**src/rtl/dffsr_pkg.sv**
```systemverilog
// Shared constants and cell-kind enumeration for the dffsr flop-variant test structure.
package dffsr_pkg;

  localparam int NUM_CELLS = 6;

  localparam int C_PLAIN     = 0;
  localparam int C_SET       = 1;
  localparam int C_RST       = 2;
  localparam int C_SR_SETPRI = 3;
  localparam int C_SR_RSTPRI = 4;
  localparam int C_EN        = 5;

  typedef enum logic [2:0] {
    K_PLAIN,
    K_SET,
    K_RST,
    K_SR_SETPRI,
    K_SR_RSTPRI,
    K_EN
  } cell_kind_e;

endpackage

```
**src/rtl/sr_flop.sv**
```systemverilog
// One 1-bit synchronous flop with optional synchronous set, reset and enable.
module sr_flop #(
  parameter bit HAS_SET = 1'b0,
  parameter bit HAS_RST = 1'b0,
  parameter bit SET_PRI = 1'b1,
  parameter bit HAS_EN  = 1'b0
) (
  input  logic clk,
  input  logic rst_n,
  input  logic d,
  input  logic s,
  input  logic r,
  input  logic en,
  output logic q
);

  logic r_q;
  logic w_data;
  logic w_next;

  // Later assignment wins, so the control applied last has priority.
  always_comb begin
    w_data = (HAS_EN && !en) ? r_q : d;
    w_next = w_data;
    if (SET_PRI) begin
      if (HAS_RST && r) w_next = 1'b0;
      if (HAS_SET && s) w_next = 1'b1;
    end else begin
      if (HAS_SET && s) w_next = 1'b1;
      if (HAS_RST && r) w_next = 1'b0;
    end
  end

  always_ff @(posedge clk) begin
    if (!rst_n) r_q <= 1'b0;
    else        r_q <= w_next;
  end

  assign q = r_q;

endmodule

```
**src/rtl/dffsr_top.sv**
```systemverilog
// Bank of six flop-variant cells checked every cycle against a truth-table golden model.
module dffsr_top
  import dffsr_pkg::*;
(
  input  logic clk,
  input  logic rst_n,
  input  logic a,
  output logic b
);

  logic                 r_a_q;
  logic [NUM_CELLS-1:0] r_gold;
  logic [NUM_CELLS-1:0] w_gold_d;
  logic [NUM_CELLS-1:0] w_cell_q;
  logic                 w_match;
  logic                 r_b;
  logic                 w_q_c0, w_q_c1, w_q_c2, w_q_c3, w_q_c4, w_q_c5;
  logic                 w_na;

  assign w_na = ~a;

  sr_flop #(.HAS_SET(1'b0), .HAS_RST(1'b0), .SET_PRI(1'b1), .HAS_EN(1'b0)) u_c0 (
    .clk(clk), .rst_n(rst_n), .d(a), .s(1'b0), .r(1'b0), .en(1'b1), .q(w_q_c0));

  sr_flop #(.HAS_SET(1'b1), .HAS_RST(1'b0), .SET_PRI(1'b1), .HAS_EN(1'b0)) u_c1 (
    .clk(clk), .rst_n(rst_n), .d(r_a_q), .s(a), .r(1'b0), .en(1'b1), .q(w_q_c1));

  sr_flop #(.HAS_SET(1'b0), .HAS_RST(1'b1), .SET_PRI(1'b1), .HAS_EN(1'b0)) u_c2 (
    .clk(clk), .rst_n(rst_n), .d(a), .s(1'b0), .r(r_a_q), .en(1'b1), .q(w_q_c2));

  sr_flop #(.HAS_SET(1'b1), .HAS_RST(1'b1), .SET_PRI(1'b1), .HAS_EN(1'b0)) u_c3 (
    .clk(clk), .rst_n(rst_n), .d(w_na), .s(a), .r(r_a_q), .en(1'b1), .q(w_q_c3));

  sr_flop #(.HAS_SET(1'b1), .HAS_RST(1'b1), .SET_PRI(1'b0), .HAS_EN(1'b0)) u_c4 (
    .clk(clk), .rst_n(rst_n), .d(w_na), .s(a), .r(r_a_q), .en(1'b1), .q(w_q_c4));

  sr_flop #(.HAS_SET(1'b0), .HAS_RST(1'b0), .SET_PRI(1'b1), .HAS_EN(1'b1)) u_c5 (
    .clk(clk), .rst_n(rst_n), .d(a), .s(1'b0), .r(1'b0), .en(r_a_q), .q(w_q_c5));

  assign w_cell_q = {w_q_c5, w_q_c4, w_q_c3, w_q_c2, w_q_c1, w_q_c0};

  // Golden next state as a 4-entry truth table indexed by {a, a_q}; bit 3 is {1,1}.
  function automatic logic gold_next(input cell_kind_e kind, input logic a_s,
                                     input logic a_q_s, input logic q_s);
    logic [3:0] tt;
    logic [1:0] sel;
    sel = {a_s, a_q_s};
    tt  = 4'b0000;
    case (kind)
      K_PLAIN:     tt = 4'b1100;
      K_SET:       tt = 4'b1110;
      K_RST:       tt = 4'b0100;
      K_SR_SETPRI: tt = 4'b1101;
      K_SR_RSTPRI: tt = 4'b0101;
      K_EN:        tt = {1'b1, q_s, 1'b0, q_s};
      default:     tt = 4'b0000;
    endcase
    return tt[sel];
  endfunction

  always_comb begin
    w_gold_d              = '0;
    w_gold_d[C_PLAIN]     = gold_next(K_PLAIN,     a, r_a_q, r_gold[C_PLAIN]);
    w_gold_d[C_SET]       = gold_next(K_SET,       a, r_a_q, r_gold[C_SET]);
    w_gold_d[C_RST]       = gold_next(K_RST,       a, r_a_q, r_gold[C_RST]);
    w_gold_d[C_SR_SETPRI] = gold_next(K_SR_SETPRI, a, r_a_q, r_gold[C_SR_SETPRI]);
    w_gold_d[C_SR_RSTPRI] = gold_next(K_SR_RSTPRI, a, r_a_q, r_gold[C_SR_RSTPRI]);
    w_gold_d[C_EN]        = gold_next(K_EN,        a, r_a_q, r_gold[C_EN]);
  end

  assign w_match = (w_cell_q == r_gold);

  always_ff @(posedge clk) begin
    if (!rst_n) begin
      r_a_q  <= 1'b0;
      r_gold <= '0;
      r_b    <= 1'b1;
    end else begin
      r_a_q  <= a;
      r_gold <= w_gold_d;
      r_b    <= w_match;
    end
  end

  assign b = r_b;

endmodule

```
**config.mk**
```make
export PLATFORM = sky130hd
export DESIGN_NAME = dffsr_top
export DESIGN_NICKNAME = d
export VERILOG_FILES = /design/src/rtl/dffsr_pkg.sv /design/src/rtl/sr_flop.sv /design/src/rtl/dffsr_top.sv
export SDC_FILE = /design/constraint.sdc
export NUM_CORES = 1
export LEC_CHECK = 0
export CAP_MARGIN = 20
export CORE_AREA = 5 5 42 44
export DETAILED_ROUTE_END_ITERATION = 12
export DIE_AREA = 0 0 47 49
export GPL_TIMING_DRIVEN = 0
export SYNTH_ARGS = -nofsm -noshare
export SYNTH_HDL_FRONTEND = slang
export SYNTH_SLANG_ARGS = --single-unit
```
**constraint.sdc**
```tcl
create_clock -name clk -period 2 [get_ports clk]
set_input_delay 0.3 -clock clk [delete_from_list [all_inputs] [get_ports clk]]
set_output_delay 0.3 -clock clk [all_outputs]
set_load 0.01 [all_outputs]
```
==> metrics.cfg <==
[synth]
synthAdderAreaFrac_pct = 0
synth_compound_area_share_pct = 2.632
synth_cell_type_count = 7
synthSimpleGateAreaFrac_pct = 25.00
yosys_register_bits = 6
synth-xor-area-share_pct = 9.211
syn_area_per_cell_um2 = 13.58
synth_top_family_by_area = simple AND/OR/NAND/NOR gates
synth_area_leaders = dfxtp_1 (63%), and2b_2 (9.2%), xor2_1 (9.2%)
ys_seq_area_share_pct = 63.16
synthMuxAreaShare_pct = 0
netlist.top_cell.by_area = dfxtp_1
syn_area_um2 = 190.2
syn-instance-count = 14
synth_top_cell_area_share_pct = 63.16
syn_nets = 17
yosysWarningCount = 0

[final_layout]
nNetsFinal = 25
fin_area_um2 = 262.8
layout-drive-gt1-share_pct = 35.00
final_cells = 36
seqCellArea_um2 = 120.1
final_cell_mix = dfxtp_1 (6), clkbuf_4 (3), clkdlybuf4s50_1 (3)
syn_to_final_growth_pct = 38.16
fillers = 163
diodes = 0
layout_commonest_cell = dfxtp_1
multi_input_area_um2 = 70.07

[floorplan]
row_count = 14
fp.dieW_um = 47
die_area_um2 = 2303
initial_utilization_pct = 13.57
core_area_um2 = 1401
die_h_um = 49
io_pins = 4

[power]
p_leak_nw = 0.1136
vdd_drop_max_uv = 328.0
p_per_area_nw_per_um2 = 992.6
power_mw = 0.2608

[critical_path]
critPathTopFamily = buffers and inverters
crit_type = flop to output pin
slowest_stage = clkdlybuf4s50_1
cp.buffers_inverters = 1
required_ns = 1.70
endpoint_kind = output pin
cp-start-kind = flop
slowest_delay_ns = 0.53
crit_chain = clkdlybuf4s50_1
cp_max_fo = 1
cp.arrival_ns = 1.07

[timing]
slew_viol_final = 0
setup_slack_ns = 0.6312
final.setup.tns_ns = 0
min_period_over_period_pct = 68.44
hold_viol = 0
worst_slew_pin_slew_ns = 0.1863
fin_worst_skew_ns = 0.002837
fmax_ghz = 0.7306
setup_viol = 0
relSlewSlack_pct = 87.56
rsz0062_at_grt = no
fin_crit_ns = 1.369

[detailed_routing]
wl_met1_um = 89
drc_errors = 0
first_pass_iters = 1
highest_layer = met3
wl_met2_um = 146
met3_length_um = 28
drt-total-wl_um = 264
viasPerCell = 2.917
ant_nets = 0
first_iter_violations = 0
via_count = 105
wl_per_cell_um = 7.333

[place]
dpl_cell_area_um2 = 240.2
io_buffers = 3
dp.final_hpwl_um = 208.4
place_inst = 33
gp_congestion = 0.5524
pre_cts_ws_ns = 0.8089

[global_routing]
antenna_found_initial = 0
grt_max_degree = 5
grt-ovfl-total = 0
grt_pass1_vias = 113
grt_usage_pct = 2.823
grt_pass1_wl_um = 386

[cts]
ctsLongestPathBuffers = 2
post_cts_resize_count = 0
cts_setup_buffers = 0
cts_buffers = 3
cts_tree = built
cts_max_level = 1
path_clk_slew_ns = 0.04
insertion_delay_ns = 0.24
numClockSinks = 6
cts_hold_buffers = 0
cts_root_buffer = clkbuf_4

[status]
status = finished clean

[worst_hold_path]
hp-class = flop to flop

[job]
drv_cap = 0

## path summary, 6_finish.rpt
check / startpoint / end / slack [ns] / cells after the start
min reg2reg: r_gold[0] / u_c2.q / 0.49 / 1
min: r_gold[0] / u_c2.q / 0.49 / 1
max: b / b / 0.63 / 1
max reg2reg: r_gold[0] / r_gold[4] / 1.25 / 1
## routing by layer
metal | up-vias | global-route usage [%]
li1 | 56 | -
met1 | 45 | 1.770
met2 | 4 | 3.846
met3 | 0 | 2.214
met4 | 0 | 4.147
met5 | - | 0
## layout make-up
type / instances / area share, %
tap: 16 / 7.619
sequential: 6 / 45.71
clock buffer: 3 / 8.571
timing repair buffer: 3 / 11.43
multi-input combinational: 8 / 26.67
## report_power, final
part	switching [mW]	internal, mW
clock network	0.0397	0.0676
registers	0.00413	0.128
logic	0.00619	0.0149
total	0.0500	0.211
## logic make-up after synthesis
group           after synthesis
compound gates                1
xor+xnor                      2
flops                         6
simple gates                  5
## synth_stat cells
cell,instances
and2b_2,2
xor2_1,2
and2b_1,1
and2_4,1
dfxtp_1,6
o21ai_1,1
nor2b_4,1
## flip-flops by register name (all words and copies together) (netlist names)
register,cells
b,1
r_gold,3
u_c2.q,1
u_c4.q,1
## through the flow
stage	utilization, %	hold slack (ns)
after floorplan	-	0.3800
after CTS	18.75	0.4921
after global routing	18.75	0.5109
after global placement	17.14	0.4517
after detailed placement	17.14	0.4768
final	18.75	0.4904
No activity file was read; power rests on OpenSTA's default activity.
